`src/rtl/backscatter_sync.sv`:
```
// Backscatter wake-up synchroniser and framed bit-stream transmitter (IDLE/ARMED/TX).
// Define BACKSCATTER_SCRAMBLER_EN to compile in the payload scrambler.
module backscatter_sync #(
  parameter int unsigned CLK_DIV      = 100,
  parameter int unsigned CNT_W        = 32,
  parameter int unsigned PREAMBLE_LEN = 432,
  parameter int unsigned TRAILER_LEN  = 32,
  parameter logic [7:0]  PATTERN      = 8'hF0
) (
  input  logic             clki,
  input  logic             rst,
  input  logic             wake_up,
  input  logic             comp_out,
  input  logic             use_stage2,
  input  logic [CNT_W-1:0] pkt_duration,
  input  logic [CNT_W-1:0] fixed_delay,
  input  logic [CNT_W-1:0] timeout,
  output logic             WU_valid,
  output logic             data_clk_enb,
  output logic             data_clk,
  output logic             T_0,
  output logic             T_1,
  output logic             bs_switch,
  output logic             done
);

  localparam logic [CNT_W-1:0] DivLast = CNT_W'(CLK_DIV / 2 - 1);
  localparam logic [CNT_W:0]   PreLen  = (CNT_W + 1)'(PREAMBLE_LEN);
  localparam logic [CNT_W:0]   TrlLen  = (CNT_W + 1)'(TRAILER_LEN);
  localparam logic [2:0]       PreLo   = 3'(PREAMBLE_LEN % 8);

  typedef enum logic [1:0] {StIdle, StArmed, StTx} state_e;

  state_e           r_state, w_state_nxt;
  logic [2:0]       r_wu_sync, r_co_sync;
  logic             r_live, r_wu_arm;
  logic [CNT_W-1:0] r_tim_cnt, r_bit_cnt, r_dur, r_div;
  logic             r_data_clk, r_t1, r_bs_switch, r_done;
  logic             w_wu_edge, w_co_edge, w_trig, w_tmo;
  logic             w_in_pre, w_in_pay, w_pat_bit;
  logic [2:0]       w_pat_idx;

  // wake_up edges are only honoured once the synchroniser has seen the line low after reset,
  // so a level held high through reset release never looks like a rising edge.
  assign w_wu_edge = r_wu_arm & (r_wu_sync[2:1] == 2'b01);
  assign w_co_edge = (r_co_sync[2:1] == 2'b01);

  assign w_in_pre  = {1'b0, r_bit_cnt} < PreLen;
  assign w_in_pay  = ~w_in_pre & (({1'b0, r_bit_cnt} + TrlLen) < {1'b0, r_dur});
  assign w_pat_idx = 3'd7 - (r_bit_cnt[2:0] - PreLo);
  assign w_pat_bit = PATTERN[w_pat_idx];

`ifdef BACKSCATTER_SCRAMBLER_EN
  // Bit 7 of the post-shift word is the old bit 6, so only seven bits need storage.
  logic [6:0] r_scr;
  logic [7:0] w_scr_shift;
  logic       w_scr_fb;
  assign w_scr_shift = {r_scr, r_t1};
  assign w_scr_fb    = w_scr_shift[0] ^ w_scr_shift[3] ^ w_scr_shift[4] ^ w_scr_shift[6] ^
                       w_scr_shift[7];
`endif

  assign WU_valid     = (r_state == StArmed);
  assign data_clk_enb = (r_state == StTx);
  assign data_clk     = r_data_clk;
  assign T_0          = 1'b0;
  assign T_1          = r_t1;
  assign bs_switch    = r_bs_switch;
  assign done         = r_done;

  always_ff @(posedge clki or posedge rst) begin
    if (rst) begin
      r_wu_sync <= '0;
      r_co_sync <= '0;
      r_live    <= 1'b0;
      r_wu_arm  <= 1'b0;
    end else begin
      r_wu_sync <= {r_wu_sync[1:0], wake_up};
      r_co_sync <= {r_co_sync[1:0], comp_out};
      r_live    <= 1'b1;
      if (r_live && !r_wu_sync[0]) r_wu_arm <= 1'b1;
    end
  end

  always_ff @(posedge clki or posedge rst) begin
    if (rst) r_state <= StIdle;
    else     r_state <= w_state_nxt;
  end

  always_comb begin
    w_state_nxt = r_state;
    w_trig      = 1'b0;
    w_tmo       = 1'b0;
    unique case (r_state)
      StIdle: if (w_wu_edge) w_state_nxt = StArmed;
      StArmed: begin
        w_trig = use_stage2 ? w_co_edge : (r_tim_cnt == fixed_delay);
        w_tmo  = (r_tim_cnt == timeout);
        if (w_trig)     w_state_nxt = StTx;
        else if (w_tmo) w_state_nxt = StIdle;
      end
      StTx: if (r_bit_cnt == r_dur) w_state_nxt = StIdle;
      default: w_state_nxt = StIdle;
    endcase
  end

  always_ff @(posedge clki or posedge rst) begin
    if (rst) begin
      r_tim_cnt   <= '0;
      r_bit_cnt   <= '0;
      r_dur       <= '0;
      r_div       <= '0;
      r_data_clk  <= 1'b0;
      r_t1        <= 1'b0;
      r_bs_switch <= 1'b1;
      r_done      <= 1'b0;
`ifdef BACKSCATTER_SCRAMBLER_EN
      r_scr       <= '0;
`endif
    end else begin
      r_done <= 1'b0;
      unique case (r_state)
        StIdle: begin
          if (w_wu_edge) begin
            r_tim_cnt   <= '0;
            r_bs_switch <= 1'b0;
          end
        end
        StArmed: begin
          r_tim_cnt <= r_tim_cnt + CNT_W'(1);
          if (w_state_nxt == StTx) begin
            r_dur      <= pkt_duration;
            r_bit_cnt  <= '0;
            r_data_clk <= 1'b0;
            r_div      <= DivLast;
          end else if (w_state_nxt == StIdle) begin
            r_bs_switch <= 1'b1;
          end
        end
        StTx: begin
          if (w_state_nxt == StIdle) begin
            r_done      <= 1'b1;
            r_bs_switch <= 1'b1;
            r_data_clk  <= 1'b0;
            r_t1        <= 1'b0;
          end else if (r_div == DivLast) begin
            r_div      <= '0;
            r_data_clk <= ~r_data_clk;
            if (r_data_clk) begin
              r_bit_cnt <= r_bit_cnt + CNT_W'(1);
            end else if (w_in_pre) begin
              r_t1 <= 1'b0;
`ifdef BACKSCATTER_SCRAMBLER_EN
              r_scr <= '0;
`endif
            end else if (w_in_pay) begin
`ifdef BACKSCATTER_SCRAMBLER_EN
              r_scr <= w_scr_shift[6:0];
              r_t1  <= w_pat_bit ^ w_scr_fb;
`else
              r_t1  <= w_pat_bit;
`endif
            end else begin
              r_t1 <= 1'b0;
            end
          end else begin
            r_div <= r_div + CNT_W'(1);
          end
        end
        default: ;
      endcase
    end
  end

endmodule

```
`config.mk`:
```
export PLATFORM = sky130hd
export DESIGN_NAME = backscatter_sync
export DESIGN_NICKNAME = d
export VERILOG_FILES = /design/src/rtl/backscatter_sync.sv
export SDC_FILE = /design/constraint.sdc
export NUM_CORES = 1
export LEC_CHECK = 0
export CAP_MARGIN = 5
export CORE_MARGIN = 5
export CORE_UTILIZATION = 30
export CTS_BUF_LIST = sky130_fd_sc_hd__clkbuf_4
export CTS_CLUSTER_DIAMETER = 80
export DETAILED_ROUTE_END_ITERATION = 7
export GPL_TIMING_DRIVEN = 0
export PLACE_DENSITY = 0.51
export SKIP_LAST_GASP = 1
export SLEW_MARGIN = 20
export SYNTH_ARGS = -nofsm -noshare
export SYNTH_HDL_FRONTEND = slang
export SYNTH_SLANG_ARGS = --single-unit
export TNS_END_PERCENT = 1
```
`constraint.sdc`:
```
create_clock -name clki -period 6.2 [get_ports clki]
set_input_delay 1.24 -clock clki [delete_from_list [all_inputs] [get_ports clki]]
set_output_delay 1.24 -clock clki [all_outputs]
set_load 0.01 [all_outputs]
```
==> metrics.md, run 1 <==
| Metric | Value |
|---|---|
| Pwr Total | `2.96 mW` |
| 1st-pass router iterations | `6` |
| Setup Buffers After CTS | `0` |
| Final setup fails | `0` |
| Mapped Cells | `1067` |
| Grt ovf | `0` |
| Worst Path Max Fanout | `10` |
| Switching Share | `0.425` |
| Power Dens Cells | `260 nW/um2` |
| Core Area | `31500 um2` |
| First-pass GRT wire length | `45.7 mm` |
| Die Ht | `188 um` |
| Slew Limit Headroom | `0.498` |
| Clock network fraction of total power | `0.205` |
| Fin nets | `1336` |
| Layout cells sized above 1 | `0.100` |
| CTS Buffer Depth | `2` |
| Syn nets | `1210` |
| Mapped cell area | `9530 um2` |
| Routed WL per cell | `17.7 um` |
| Worst EP required | `6.63 ns` |
| CTS Hold Bufs | `0` |
| Number of clock sinks | `142` |
| Antenna violations before repair | `1` |
| Max-slew violation count | `0` |
| Max IR drop VDD | `0.121 mV` |
| Largest net degree at the start of global routing | `94` |
| Finished Layout Cells | `1608` |
| Number of vias per cell | `5.11` |
| 1st-iter DRT viols | `552` |
| Status | `finished clean` |
| Sequential share of the synthesized area | `0.373` |
| Filler cells | `3257` |
| Flops & latches, synth | `142` |
| Final Core Density | `0.362` |
| Pint | `1.70 mW` |
| Post-synth ARST share | `1.00` |
| GR Util All Layers | `0.162` |
| Combinational Power Share | `0.393` |
| Tmin final | `4.47 ns` |
| Number of enable flip-flop cells after synthesis | `0` |
| Post-CTS Resized | `0` |
| # rows | `65` |
| Least-Margin Pin Slew | `0.746 ns` |
| Final worst-path cycle share | `0.722` |
| Port Buffers | `106` |
| Largest area contributor in the netlist | `dfrtp_1` |
| Post-DP Area | `11100 um2` |
| Largest cells by area after synthesis | `dfrtp_1 (37%), xor2_1 (11%), ha_1 (5.5%)` |
| Number of top-level pins | `108` |
| Register area | `3550 um2` |
| Vias in the first global route | `8039` |
| Placed instance count | `1576` |
| WP data arrival | `4.91 ns` |
| CP Class | `in -> reg` |
| Most common cell in the netlist | `dfrtp_1` |
| DRC violations left | `0` |
| Initial Util | `0.303` |
| Worst-path clk slew | `0.13 ns` |
| Skew-Pair Late Insertion Delay | `0.58 ns` |
| Synth top area share | `0.370` |
| CTS buffer count | `17` |
| Crit. End Element | `flip-flop` |
| Area of the multi-input gates | `5400 um2` |
| Post-Route WL | `28.5 mm` |
| Mean Syn Cell Area | `8.93 um2` |
| CTS H-tree lvls | `4` |
| P_leak | `5.20 nW` |
| Clk Tree Root Cell | `clkbuf_4` |
| Final instance area | `11400 um2` |
| HP Class | `reg -> reg` |
| Post-route setup TNS | `0 ns` |
| Final Hold Fails | `0` |
| Die area | `35400 um2` |
| TritonCTS clock tree | `built` |
| Startpoint types | `input port` |
| RSZ-0062 raised after global routing | `false` |
| Switching Power | `1.26 mW` |
| Max Fclk | `224 MHz` |
| Placer Congestion | `0.884` |
| Top FF cell, synth | `dfrtp_1` |
| Cell variety after synth | `68` |
| HPWL after DPL | `21.3 mm` |
| P&R area growth vs syn | `19.6%` |
| Post-route ant nets | `0` |
| Max Cap Violations | `0` |
| DIE WIDTH | `188 um` |
| Synthesis Warnings | `0` |
| Final clock skew | `0.0343 ns` |
| Sequential share of power | `0.402` |
| Total number of vias | `8220` |
| Commonest cells post-synth | `dfrtp_1 (141), xor2_1 (122), nor2_1 (78)` |
sequential cells by signal (all words and copies together), names as in the netlist:
signal and cells:
T_1 1, bs_switch 1, data_clk 1, done 1, r_bit_cnt 32, r_co_sync 3, r_div 32, r_dur 32
r_live 1, r_state 2, r_tim_cnt 32, r_wu_arm 1, r_wu_sync 3
power by group through the flow:
| stage | combinational (mW) | sequential, mW | clock (mW) |
|---|---|---|---|
| 2_1_floorplan | 0.743 | 1.16 | 0 |
| 3_3_place_gp | 1.16 | 1.21 | 0 |
| 3_5_place_dp | 1.16 | 1.21 | 0 |
| 4_1_cts | 1.17 | 1.19 | 0.631 |
| 5_1_grt | 1.29 | 1.21 | 0.667 |
| 6_report | 1.16 | 1.19 | 0.608 |
cell type report:
cell class                 instances  area share
multi-input combinational        790       0.474
sequential                       142       0.312
timing repair buffer             107      0.0956
tap                              402      0.0442
buffer                            76      0.0311
inverter                          59      0.0201
clock inverter                    14      0.0120
clock buffer                      17      0.0112
antenna                            1    0.000220
placed cells by master, fill, tap and decap left out, types with 17 or more instances in the layout:
| cell type | n |
|---|---|
| o21ai_0 | 74 |
| dfrtp_1 | 141 |
| buf_2 | 34 |
| ha_1 | 42 |
| inv_1 | 58 |
| mux2_2 | 33 |
| a21oi_1 | 25 |
| o31ai_1 | 31 |
| a31oi_1 | 27 |
| clkbuf_1 | 37 |
| nand3_1 | 52 |
| nand4_1 | 29 |
| clkbuf_4 | 17 |
| nor4_1 | 37 |
| nand2_1 | 60 |
| xnor2_1 | 20 |
| nor2_1 | 78 |
| clkdlybuf4s50_1 | 106 |
| and3_1 | 21 |
| xor2_1 | 122 |
stage by stage:
stage	hold WS (ns)	setup WS [ns]
after floorplan	0.331	1.15
after global placement	0.334	-1.38
after detailed placement	0.336	1.26
after CTS	0.364	1.72
after global routing	0.376	1.40
final	0.360	1.73
logic make-up (layout without fill, tap and decap cells):
kind of cell	count (synthesis)	count (layout)	synth area share
compound gates	210	210	0.142
simple gates	359	359	0.197
xor+xnor	142	142	0.131
mux	35	35	0.0411
buf+inv	135	273	0.0604
other cells	2	3	0.000788
flops	142	142	0.373
fa+ha+maj	42	42	0.0552
per-layer routing:
metal,track usage,up-vias,wire [um]
li1,-,4029,-
met3,0.0306,32,1220
met4,0.0350,0,396
met1,0.232,3981,13800
met5,0,-,0
met2,0.254,178,13000
path summary, 6_finish.rpt:
kind	depth (start not counted)	to	startpoint	slack [ns]
setup / recovery	12	r_bit_cnt[12]	fixed_delay[30]	1.73
hold / removal	0	r_co_sync[1]	r_co_sync[0]	0.36
setup reg to reg	16	T_1	r_bit_cnt[7]	1.73
hold reg to reg	0	r_co_sync[1]	r_co_sync[0]	0.36
max in group asynchronous	3	bs_switch	rst	4.35
min in group asynchronous	2	r_div[25]	rst	1.03
worst max-delay path, cell delays in order:
cell	delay (ns)
clkdlybuf4s50_1	0.41
xor2_1	0.15
nor4_1	0.50
nand4_1	0.29
o31ai_2	0.35
nand2_2	0.17
a31oi_1	0.59
clkbuf_1	0.39
buf_2	0.39
a31oi_1	0.12
o21ai_0	0.20
o31ai_1	0.10
No activity file was read; power rests on OpenSTA's default activity.
==> inputs of run 2 (changes only) <==
PLACE_DENSITY = 0.53   (was 0.51)
clock period = 3.8 ns   (was 6.2 ns; I/O delays follow)
==> metrics.md, run 2 (synthesis results as in run 1) <==
| Metric | Value |
|---|---|
| Status | `finished clean (unchanged)` |
| Grt ovf | `0 (unchanged)` |
| Final setup fails | `0 (unchanged)` |
| Skew-Pair Late Insertion Delay | `0.60 ns (was 0.58 ns)` |
| Reg2Reg Depth | `12 (was 16)` |
| Worst Path Max Fanout | `10 (unchanged)` |
| Max IR drop VDD | `0.216 mV (was 0.121 mV)` |
| Placed instance count | `1580 (was 1576)` |
| Worst EP required | `4.29 ns (was 6.63 ns)` |
| P&R area growth vs syn | `22.2% (was 19.6%)` |
| Critical path depth | `12 (unchanged)` |
| Clk Tree Root Cell | `clkbuf_4 (unchanged)` |
| CTS Buffer Depth | `2 (unchanged)` |
| Vias in the first global route | `8166 (was 8039)` |
| TritonCTS clock tree | `built (unchanged)` |
| Slew Limit Headroom | `0.483 (was 0.498)` |
| R2R Path End | `r_bit_cnt[23] (was T_1)` |
| Pint | `2.88 mW (was 1.70 mW)` |
| Crit. End Element | `flip-flop (unchanged)` |
| Commonest non-fill, non-tap cell in the layout | `dfrtp_1 (unchanged)` |
| Core Area | `31500 um2 (unchanged)` |
| Most frequent cells in the layout | `dfrtp_1 (138), xor2_1 (122), clkdlybuf4s50_1 (106) (was dfrtp_1 (141), xor2_1 (122), clkdlybuf4s50_1 (106))` |
| Layout cells sized above 1 | `0.127 (was 0.100)` |
| Total number of vias | `8353 (was 8220)` |
| Post-route ant nets | `0 (unchanged)` |
| Slowest-stage cell, CP | `or3_4 (was a31oi_1)` |
| Tmin final | `3.77 ns` |
| Die area | `35400 um2 (unchanged)` |
| Placer Congestion | `0.863 (was 0.884)` |
| 1st-iter DRT viols | `531 (was 552)` |
| Clock network fraction of total power | `0.221 (was 0.205)` |
| Post-Route WL | `28.2 mm (was 28.5 mm)` |
| Switching Power | `2.07 mW (was 1.26 mW)` |
| DIE WIDTH | `188 um (unchanged)` |
| RSZ-0062 raised after global routing | `true (was false)` |
| Combinational Power Share | `0.389 (was 0.393)` |
| CP Class | `reg -> reg (was in -> reg)` |
| Final worst-path cycle share | `0.992` |
| Worst Setup SP | `r_bit_cnt[5] (was fixed_delay[30])` |
| CTS buffer count | `17 (unchanged)` |
| Initial Util | `0.303 (unchanged)` |
| Routed WL per cell | `17.4 um (was 17.7 um)` |
| Crit path cell chain | `inv_1, ha_1, nand3b_1, nor4_1, nand4_1, o221ai_1, o21ai_0, a2111oi_4, buf_4, o21ai_2, or3_4, o31ai_1 (was clkdlybuf4s50_1, xor2_1, nor4_1, nand4_1, o31ai_2, nand2_2, a31oi_1, clkbuf_1, buf_2, a31oi_1, o21ai_0, o31ai_1)` |
| Max-slew violation count | `0 (unchanged)` |
| HP Class | `reg -> reg (unchanged)` |
| Post-route setup TNS | `0 ns (unchanged)` |
| R2R setup slack | `0.03 ns (was 1.73 ns)` |
| # rows | `65 (unchanged)` |
| Worst setup endpoint | `r_bit_cnt[23] (was r_bit_cnt[12])` |
| Pwr Total | `4.96 mW (was 2.96 mW)` |
| GR Util All Layers | `0.159 (was 0.162)` |
| Worst r2r src | `r_bit_cnt[5] (was r_bit_cnt[7])` |
| 1st-pass router iterations | `8 (was 6)` |
| Filler cells | `3203 (was 3257)` |
| Bufs and invs on worst path | `2 (was 3)` |
| Hold_sp | `r_co_sync[0] (unchanged)` |
| Antenna violations before repair | `2 (was 1)` |
| Slowest stage delay, CP | `0.50 ns (was 0.59 ns)` |
| Die Ht | `188 um (unchanged)` |
| Startpoint types | `flip-flop (was input port)` |
| Max Cap Violations | `0 (unchanged)` |
| WP data arrival | `4.26 ns (was 4.91 ns)` |
| Max Fclk | `265 MHz` |
| Switching Share | `0.418 (was 0.425)` |
| Least-Margin Pin Slew | `0.769 ns (was 0.746 ns)` |
| Number of top-level pins | `108 (unchanged)` |
| Sequential share of power | `0.390 (was 0.402)` |
| Port Buffers | `106 (unchanged)` |
| Number of vias per cell | `5.17 (was 5.11)` |
| Power Dens Cells | `426 nW/um2 (was 260 nW/um2)` |
| Fin nets | `1342 (was 1336)` |
| DRC violations left | `0 (unchanged)` |
| HPWL after DPL | `21.4 mm (was 21.3 mm)` |
| First-pass GRT wire length | `45.3 mm (was 45.7 mm)` |
| Largest net degree at the start of global routing | `31 (was 94)` |
| Worst-path clk slew | `0.14 ns (was 0.13 ns)` |
| P_leak | `5.32 nW (was 5.20 nW)` |
| Top delay family on crit path | `compound AO/OA/AOI/OAI gates (unchanged)` |
| Final clock skew | `0.0347 ns (was 0.0343 ns)` |
| Final Hold Fails | `0 (unchanged)` |
| Finished Layout Cells | `1616 (was 1608)` |
| Number of clock sinks | `142 (unchanged)` |
| CTS H-tree lvls | `4 (unchanged)` |
[run 2: worst min-delay path by stage]
stage | to | depth (start not counted) | slack (ns)
2_1_floorplan | r_co_sync[1] | 0 | 0.33
3_3_place_gp | r_co_sync[1] | 0 | 0.35
3_5_place_dp | r_co_sync[1] | 0 | 0.36
4_1_cts | r_co_sync[1] | 0 | 0.39
5_1_grt | r_co_sync[1] | 0 | 0.40
6_report | r_co_sync[1] | 0 | 0.38
[run 2: area by class of cell]
type	count	area (um2)	area share
buffer	75	359	0.0309
inverter	59	225	0.0193
multi-input combinational	790	5500	0.473
sequential	142	3560	0.306
clock inverter	15	178	0.0153
timing repair buffer	114	1180	0.102
clock buffer	17	128	0.0110
tap	402	503	0.0432
antenna	2	5.00	0.000430
[run 2: repair_timing]
action | 4_1_cts | 5_1_grt
hold buffers | 0 | 0
cloned | 0 | 0
buffers inserted | 2 | 1
pin swaps | 2 | 2
gates resized for setup | 10 | 24
endpoints found under the setup margin | 43 | 73
[run 2: through the flow]
| stage | setup WS (ns) | cell area (um2) | hold WS (ns) | util |
|---|---|---|---|---|
| after floorplan | 0.185 | 9530 | 0.331 | - |
| after global placement | -0.813 | 11100 | 0.352 | 0.352 |
| after detailed placement | -0.776 | 11200 | 0.358 | 0.356 |
| after CTS | -0.114 | 11600 | 0.389 | 0.367 |
| after global routing | -0.201 | 11600 | 0.400 | 0.370 |
| final | 0.0296 | 11600 | 0.380 | 0.370 |
[run 2: power groups by stage]
stage / combinational (mW) / clock (mW) / sequential [mW]
detailed placement: 1.89 / 0 / 1.96
floorplan: 1.21 / 0 / 1.90
finish: 1.93 / 1.09 / 1.93
global placement: 1.86 / 0 / 1.96
global route: 2.13 / 1.20 / 1.97
CTS: 1.92 / 1.13 / 1.94
[run 2: metal layers]
metal	vias to the layer above	part of all wire	wire, um	track usage
met5	-	0	0	0
met1	4036	0.47	13200	0.223
met4	0	0.016	440	0.0370
met3	31	0.061	1710	0.0333
li1	4047	-	-	-
met2	239	0.46	12800	0.252
[run 2: worst reg2reg max path: stages (launching register included)]
cell	delay, ns
dfrtp_2	0.46
inv_1	0.11
ha_1	0.31
nand3b_1	0.23
nor4_1	0.33
nand4_1	0.21
o221ai_1	0.28
o21ai_0	0.26
a2111oi_4	0.31
buf_4	0.22
o21ai_2	0.19
or3_4	0.50
o31ai_1	0.25
